**config.mk**
```make
export PLATFORM = sky130hd
export DESIGN_NAME = split128to64
export DESIGN_NICKNAME = d
export VERILOG_FILES = /design/src/rtl/split128to64.sv
export SDC_FILE = /design/constraint.sdc
export NUM_CORES = 1
export LEC_CHECK = 0
export ABC_AREA = 1
export CORE_UTILIZATION = 35
export CTS_CLUSTER_SIZE = 40
export DETAILED_ROUTE_END_ITERATION = 16
export PLACE_DENSITY = 0.59
export RECOVER_POWER = 100
export SYNTH_ARGS = -nofsm -noshare
export SYNTH_HDL_FRONTEND = slang
export SYNTH_SLANG_ARGS = --single-unit
```
**constraint.sdc**
```tcl
create_clock -name clk -period 1.9 [get_ports clk]
set_input_delay 0.57 -clock clk [delete_from_list [all_inputs] [get_ports clk]]
set_output_delay 0.57 -clock clk [all_outputs]
set_load 0.1 [all_outputs]
```
**src/rtl/split128to64.sv**
```systemverilog
// split128to64: unpacks 128-bit FIFO words into two beats of four 16-bit
// channel samples each. Frame-based: reads exactly `len` words per start.
module split128to64 #(
    parameter int LEN_W = 16
) (
    input  logic             clk,
    input  logic             clr,
    input  logic             start,
    input  logic [LEN_W-1:0] len,
    input  logic             fifo_empty,
    output logic             fifo_rd,
    input  logic [127:0]     fifo_dout,
    input  logic             ren,
    output logic [15:0]      data1out,
    output logic [15:0]      data2out,
    output logic [15:0]      data3out,
    output logic [15:0]      data4out,
    output logic             dvalid,
    output logic             phase,
    output logic             busy,
    output logic             done
);

    typedef enum logic {IDLE, RUN} state_t;

    state_t           state, state_nxt;
    logic [LEN_W-1:0] rd_left, out_left;
    logic [127:0]     w, p;
    logic             w_valid, p_valid, inflight;
    logic [1:0]       held;
    logic             accept, vacate;

    assign held    = {1'b0, w_valid} + {1'b0, p_valid} + {1'b0, inflight};
    assign fifo_rd = (state == RUN) && (rd_left != '0) && !fifo_empty && (held < 2'd2);
    assign accept  = w_valid & ren;
    assign vacate  = accept & phase;
    assign dvalid  = w_valid;
    assign busy    = (state == RUN);

    // FSM state register
    always_ff @(posedge clk or negedge clr) begin
        if (!clr) state <= IDLE;
        else      state <= state_nxt;
    end

    // FSM next-state: leave RUN when the final beat of the final word is taken
    always_comb begin
        state_nxt = state;
        case (state)
            IDLE: if (start && (len != '0)) state_nxt = RUN;
            RUN:  if (vacate && (out_left == LEN_W'(1))) state_nxt = IDLE;
            default: state_nxt = IDLE;
        endcase
    end

    // Counters, word storage (W current, P prefetch), phase and done pulse
    always_ff @(posedge clk or negedge clr) begin
        if (!clr) begin
            rd_left  <= '0;
            out_left <= '0;
            w        <= '0;
            p        <= '0;
            w_valid  <= 1'b0;
            p_valid  <= 1'b0;
            inflight <= 1'b0;
            phase    <= 1'b0;
            done     <= 1'b0;
        end else begin
            done     <= 1'b0;
            inflight <= fifo_rd;
            if (state == IDLE) begin
                if (start) begin
                    if (len == '0) begin
                        done <= 1'b1;
                    end else begin
                        rd_left  <= len;
                        out_left <= len;
                    end
                end
            end else begin
                if (fifo_rd) rd_left <= rd_left - LEN_W'(1);
                if (accept) phase <= ~phase;
                if (vacate) begin
                    out_left <= out_left - LEN_W'(1);
                    if (out_left == LEN_W'(1)) done <= 1'b1;
                end
                // W refills from P first, then from arriving read data
                if (vacate) begin
                    if (p_valid) begin
                        w <= p;
                        if (inflight) p <= fifo_dout;
                        else          p_valid <= 1'b0;
                    end else if (inflight) begin
                        w <= fifo_dout;
                    end else begin
                        w_valid <= 1'b0;
                    end
                end else if (inflight) begin
                    if (!w_valid) begin
                        w       <= fifo_dout;
                        w_valid <= 1'b1;
                    end else begin
                        p       <= fifo_dout;
                        p_valid <= 1'b1;
                    end
                end
            end
        end
    end

    // Output mux: even halfwords on phase 0, odd halfwords on phase 1
    always_comb begin
        if (!phase) begin
            data1out = w[15:0];
            data2out = w[47:32];
            data3out = w[79:64];
            data4out = w[111:96];
        end else begin
            data1out = w[31:16];
            data2out = w[63:48];
            data3out = w[95:80];
            data4out = w[127:112];
        end
    end

endmodule

```
==> summary.md, run 1 <==
| Metric | Value |
|---|---|
| Clock H-tree levels | `2` |
| Count of flip-flops with a built-in enable after synthesis | `0` |
| Layout Nets | `2409` |
| Detail Route Antenna Nets | `0` |
| Leading area contributor after synthesis | `dfrtp_1` |
| Deepest clock path buffer count | `3` |
| Max Transition Viols Final | `0` |
| Half-perimeter wire length after placement | `27900 um` |
| Clock buffer count from CTS | `35` |
| Worst setup margin | `-0.614 ns` |
| Clock insertion delay at the later pin of the skew report | `0.53 ns` |
| Setup-failing EPs final | `367` |
| Antenna violations before repair | `1` |
| Number of buffers added on ports | `217` |
| TritonCTS clock tree | `yes` |
| Flip-flop and latch count after synthesis | `294` |
| Share of layout cells above drive strength 1 | `39.6%` |
| Post-synthesis adder-cell area fraction | `0.351%` |
| Main combinational cell family by area after synthesis | `simple AND/OR/NAND/NOR gates` |
| Instance count of the mapped netlist | `1881` |
| Worst Reg-to-Reg Cells | `12` |
| Post-detailed-route via-to-cell ratio | `4.99` |
| All-layer global routing usage | `19.5%` |
| Number of distinct library cell variants in the gate-level netlist after synthesis | `31` |
| First-pass GRT wire length | `64900 um` |
| Initial detailed-routing violation count | `739` |
| Count of boundary I/O pins | `218` |
| Vias in the first global route | `12600` |
| Result of the run | `finished, violations left` |
| Top post-synthesis cells by area | `dfrtp_1, nand2_1, o21ai_0` |
| Detailed route wirelength on metal3 | `2160 um` |
| Placement-stage worst setup slack | `-0.547 ns` |
| Kind of critical path | `register to output port` |
| Unrepaired setup endpoints after global routing | `true` |
| Maximum capacitance violations | `0` |
| Area share of the leading cell type in the synthesized netlist | `51.6%` |
| Die outline width | `204 um` |
| Complex-gate fraction of the synthesized area | `17.6%` |
| Clock transition at the registers of the reported paths | `0.06 ns` |
| Drt total wl | `50400 um` |
| Hold Crit Depth | `2` |
| Post-synthesis mux area share | `0%` |
| Skew final | `0.0130 ns` |
| Starting utilization of the core area | `35.7%` |
| GPL Wtd Cong | `0.851` |
| Fraction of synthesis flops using an asynchronous set or reset pin | `100%` |
| Worst hold path startpoint | `p[39]` |
| Top sig layer | `met4` |
| Share of synthesized area occupied by flip-flops and latches | `51.6%` |
| Worst endpoint required time | `1.33 ns` |
| FMAX | `398 MHz` |
| Crit path DAT | `1.94 ns` |
| Type of the most critical hold path | `register to register` |
| Primary flip-flop cell chosen by synthesis mapping | `dfrtp_1` |
| Most frequent cells after synthesis | `nand2_1, dfrtp_1, o21ai_0` |
| Reg-to-Reg Start | `phase` |
| Residual DRC | `0` |
| Worst setup path startpoint | `rd_left[1]` |
| Fin util | `63.5%` |
| Floorplan Core Area | `39900 sq um` |
| Wire length on met1 | `21900 um` |
| Number of search-and-repair iterations in the first detailed-routing pass | `5` |
| Final Critical Period | `2.51 ns` |
| Maximum number of pins on one net before global-route repair | `52` |
| Die height | `204 um` |
| Most frequent cell after synthesis | `nand2_1` |
| Slew at the pin closest to its max-slew limit | `1.36 ns` |
| Post-Synth XOR/XNOR Area | `0.369%` |
| Crit share post-route | `132%` |
| Area grow syn2layout | `77.8%` |
| Post-DR wirelength/cell | `17.9 um` |
| # rows | `73` |
| Critical path peak fanout | `2` |
| Met2 wire length | `25200 um` |
| Synth Area per Inst | `7.58 sq um` |
| Relative slew margins | `9.65%` |
| Post-Syn Nets | `2034` |
| DIE AREA | `41500 sq um` |
| Violations in the final reports | `setup timing` |
| Simple-gate area share of the yosys netlist | `20.3%` |
| Routed vias | `14000` |
| Master cell of the clock root buffer | `clkbuf_16` |
| Synth Cell Area | `14300 sq um` |
| Count of yosys warnings during synthesis | `0` |
| Total clock sinks | `294` |
| Overflow after GRT | `0` |
| Crit. End Element | `output port` |
| Sort of element at the start of the critical path | `register` |
| Hold Vio Cnt, Final | `0` |
## layer usage
| layer | track usage, % | vias up |
|---|---|---|
| li1 | - | 6735 |
| met1 | 26.8 | 6868 |
| met2 | 31.8 | 344 |
| met3 | 3.22 | 69 |
| met4 | 4.81 | 0 |
| met5 | 0 | - |
## final timing paths
path / to / slack (ns)
min reg2reg: p[39] / 0.49
max reg2reg: w[47] / -0.22
min: p[39] / 0.49
min in group asynchronous: p[86] / 0.90
max: fifo_rd / -0.61
max in group asynchronous: w[56] / -0.08
## cells by family after synthesis
kind of cell,Yosys count
DFF,294
adders and majority gates,4
buffers and inverters,343
AOI/OAI and AO/OA,486
and+or+nand+nor,748
xor gates and xnor gates,6
## registers in the layout, indices dropped and copies added, names as in the netlist
register	count
rd_left	16
dvalid	1
p_valid	1
out_left	16
inflight	1
p	128
done	1
phase	1
w	128
busy	1
## layout make-up
type | count | area, sq um
fillers | 3041 | 14600
clock buffers | 55 | 1100
diodes | 1 | 2.50
multi-input cells | 1245 | 8590
clock inverters | 8 | 108
inverters | 233 | 883
flip-flops and latches | 294 | 7370
repair buffers | 447 | 6640
well taps | 525 | 657
## worst max-delay path, stage by stage (launching register included)
cell and delay (ns):
dfrtp_1 0.39, inv_2 0.07, ha_4 0.15, nand3_4 0.09, nor2_4 0.11, nand4_1 0.15, nand2_2 0.14, clkinvlp_4 0.13
buf_12 0.18
## metrics by stage
step                setup TNS [ns]  cell area [sq um]  instances  hold WS (ns)
global placement           -120.94              19500       2641         0.466
floorplan                   -14.84              15200       1881         0.274
finish                      -60.77              25400       2808         0.488
CTS                         -35.31              21300       2725         0.488
detailed placement         -128.94              19500       2641         0.473
global route               -110.77              25400       2807         0.511
## what timing repair did
item,in CTS,in global routing
endpoints found under the setup margin,68,333
gates cloned,5,70
pin swaps,18,29
endpoints found under the hold margin,33,0
buffers inserted,15,15
resized for setup,84,806
hold buffers,1,0
## layout by cell type, fill, tap and decap left out, types with 18 or more instances in the layout
cell	Yosys	routed
nand2_1	466	325
dfrtp_1	294	291
inv_1	232	229
clkdlybuf4s50_1	0	146
a21oi_2	0	123
buf_12	0	115
nor2_4	0	114
nor2_1	229	99
o21ai_0	284	97
nand2_2	2	89
clkbuf_16	0	87
o21ai_2	0	67
buf_4	7	67
o21ai_4	0	64
o21ai_1	0	56
nand2_4	0	53
a21oi_1	174	47
nand3_1	36	35
buf_6	1	23
o21a_1	21	21
buf_8	0	20
nor2_2	2	18
Power of run 1 is left out: the tool's default activity adds up to more than one toggle a clock period on the data nets, which glitch-free logic cannot reach.
==> run 2: changes to the inputs <==
--- a/config.mk
+++ b/config.mk
@@ -6,6 +6,7 @@
 export NUM_CORES = 1
 export LEC_CHECK = 0
 export ABC_AREA = 1
+export CAP_MARGIN = 20
 export CORE_UTILIZATION = 35
 export CTS_CLUSTER_SIZE = 40
 export DETAILED_ROUTE_END_ITERATION = 16
==> results of run 2 <==
Final layout, timing and power as in run 1 (identical DEF).
Power of run 2 is left out for the same reason.
==> run 3: changes to the inputs <==
--- a/config.mk
+++ b/config.mk
@@ -7,10 +7,10 @@
 export LEC_CHECK = 0
 export ABC_AREA = 1
 export CAP_MARGIN = 20
-export CORE_UTILIZATION = 35
+export CORE_UTILIZATION = 49
 export CTS_CLUSTER_SIZE = 40
 export DETAILED_ROUTE_END_ITERATION = 16
-export PLACE_DENSITY = 0.59
+export PLACE_DENSITY = 0.77
 export RECOVER_POWER = 100
 export SYNTH_ARGS = -nofsm -noshare
 export SYNTH_HDL_FRONTEND = slang
==> summary.md, run 3 (synthesis results as in run 1) <==
| Metric | Value |
|---|---|
| Result of the run | `finished, violations left` |
| Violations in the final reports | `setup timing` |
| Post-DR wirelength/cell | `20.8 um` |
| Worst Reg-to-Reg Cells | `14` |
| Maximum number of pins on one net before global-route repair | `50` |
| Total instance count after detailed placement | `2477` |
| Clock buffer count from CTS | `31` |
| Detail Route Antenna Nets | `0` |
| Starting utilization of the core area | `49.8%` |
| Cell repeated most along the worst path | `buf_12` |
| Routed vias | `15100` |
| CP endpoint | `data2out[0]` |
| TritonCTS clock tree | `yes` |
| Post-detailed-route via-to-cell ratio | `5.74` |
| Share of layout cells above drive strength 1 | `30.2%` |
| Critical path, cell by cell | `buf_6 > buf_12 > buf_12 > buf_8 > o21ai_4 > buf_12` |
| Leading cell types in the layout, fill and taps excluded | `nand2_1, dfrtp_1, inv_1, o21ai_0, nor2_1` |
| Largest stage delay on the critical path | `0.51 ns` |
| Cell count along the critical path | `6` |
| Clock transition at the registers of the reported paths | `0.07 ns` |
| Multi-input logic area | `7660 sq um` |
| Type of the most critical hold path | `register to register` |
| Setup-failing EPs final | `325` |
| Skew final | `0.0191 ns` |
| Total clock sinks | `294` |
| Hold Vio Cnt, Final | `0` |
| Vias in the first global route | `13300` |
| Final Critical Period | `2.57 ns` |
| Worst setup path startpoint | `phase` |
| Number of buffers added on ports | `217` |
| Total of fill cells in the finished design | `1406` |
| Master cell of the clock root buffer | `clkbuf_16` |
| R2R Path End | `p[71]` |
| Fin util | `82.5%` |
| Max Transition Viols Final | `0` |
| Internal reg-to-reg setup slack | `-0.46 ns` |
| Crit path DAT | `2.00 ns` |
| Crit share post-route | `136%` |
| Crit. End Element | `output port` |
| Initial detailed-routing violation count | `1520` |
| Overflow after GRT | `0` |
| Most frequent standard cell in the layout excluding fill and tap cells | `nand2_1` |
| Unrepaired setup endpoints after global routing | `true` |
| Number of search-and-repair iterations in the first detailed-routing pass | `6` |
| Half-perimeter wire length after placement | `26500 um` |
| Crit path max-delay cell type | `dfrtp_4` |
| Residual DRC | `0` |
| Clock H-tree levels | `1` |
| Die height | `173 um` |
| Critical path peak fanout | `6` |
| Delay-heaviest family, CP | `buffers and inverters` |
| Area grow syn2layout | `65.6%` |
| Reg-to-Reg Start | `phase` |
| Relative slew margins | `4.37%` |
| Registers with the highest flip-flop counts | `p (128), w (128)` |
| Worst endpoint required time | `1.33 ns` |
| Number of standard cells in the final layout excluding fillers | `2628` |
| Sort of element at the start of the critical path | `register` |
| Die outline width | `173 um` |
| First-pass GRT wire length | `65700 um` |
| Setup TNS after final layout | `-99.21 ns` |
| GPL Wtd Cong | `0.883` |
| Clock insertion delay at the later pin of the skew report | `0.57 ns` |
| DIE AREA | `29800 sq um` |
| Kind of critical path | `register to output port` |
| Count of boundary I/O pins | `218` |
| Drt total wl | `54600 um` |
| Hold Crit Depth | `2` |
| Post-route worst hold slack | `0.488 ns` |
| Antenna violations before repair | `3` |
| Worst setup margin | `-0.675 ns` |
| Layout Nets | `2372` |
| WP buf/inv | `5` |
| All-layer global routing usage | `26.9%` |
| Slew at the pin closest to its max-slew limit | `1.43 ns` |
| Deepest clock path buffer count | `3` |
| FMAX | `388 MHz` |
| Footprint of the flip-flops and latches | `7370 sq um` |
| Maximum capacitance violations | `0` |
| # rows | `62` |
| Floorplan Core Area | `28600 sq um` |
==> run 3: changes by cell type in the layout (fill, tap and decap cells not counted), moves of 35 or more <==
| cell | change |
|---|---|
| nand2_2 | -35 |
| nor2_1 | +54 |
| a21oi_1 | +68 |
| nand2_1 | +44 |
| o21ai_1 | -37 |
| o21ai_0 | +62 |
| nor2_4 | -52 |
| a21oi_2 | -65 |
==> run 3: worst min path at each step <==
stage / endpoint / start / slack (ns)
2_1_floorplan: done / clr / 0.27
4_1_cts: p[37] / p[37] / 0.49
3_3_place_gp: p[12] / p[12] / 0.47
6_report: p[6] / p[6] / 0.49
5_1_grt: p[12] / p[12] / 0.52
3_5_place_dp: p[41] / p[41] / 0.47
==> run 3: worst register-to-register path: stages, from the launching register on <==
cell and delay, ns:
dfrtp_4 0.51, buf_6 0.15, buf_6 0.11, buf_6 0.11
nand3_4 0.09, nor2_4 0.05, buf_6 0.12, buf_6 0.11
o21bai_4 0.21, buf_12 0.17, buf_12 0.10, clkbuf_16 0.14
clkbuf_16 0.16, nor2_1 0.05, a21oi_1 0.19
==> run 3: layout make-up <==
class | instances | share of cell area (%)
inverter | 233 | 3.74
multi-input combinational | 1244 | 32.4
clock inverter | 12 | 0.387
clock buffer | 42 | 3.88
tap | 384 | 2.04
antenna | 4 | 0.0424
timing repair buffer | 415 | 26.3
sequential | 294 | 31.2
==> run 3: what timing repair did <==
| action | CTS | global route |
|---|---|---|
| hold buffers | 1 | 0 |
| endpoints found under the setup margin | 69 | 316 |
| gates resized for setup | 86 | 440 |
| pin swaps | 13 | 24 |
| hold endpoints to repair | 33 | 0 |
| cloned | 10 | 53 |
| setup buffers | 15 | 17 |
==> run 3: per-stage QoR <==
step,setup WS [ns],area (sq um)
3_5_place_dp,-0.564,19100
2_1_floorplan,-0.245,15200
5_1_grt,-0.738,23600
3_3_place_gp,-0.493,19100
6_report,-0.675,23600
4_1_cts,-0.674,20900
==> run 3: layer usage <==
layer,routed length [um],part of all wire [%],global-route usage (%),up-vias
met3,4100,7.5,3.43,222
met4,2720,5.0,8.00,0
met1,20900,38,36.8,7365
li1,-,-,-,6615
met2,26900,49,44.7,894
met5,0,0,0,-
Power of run 3 is left out for the same reason.
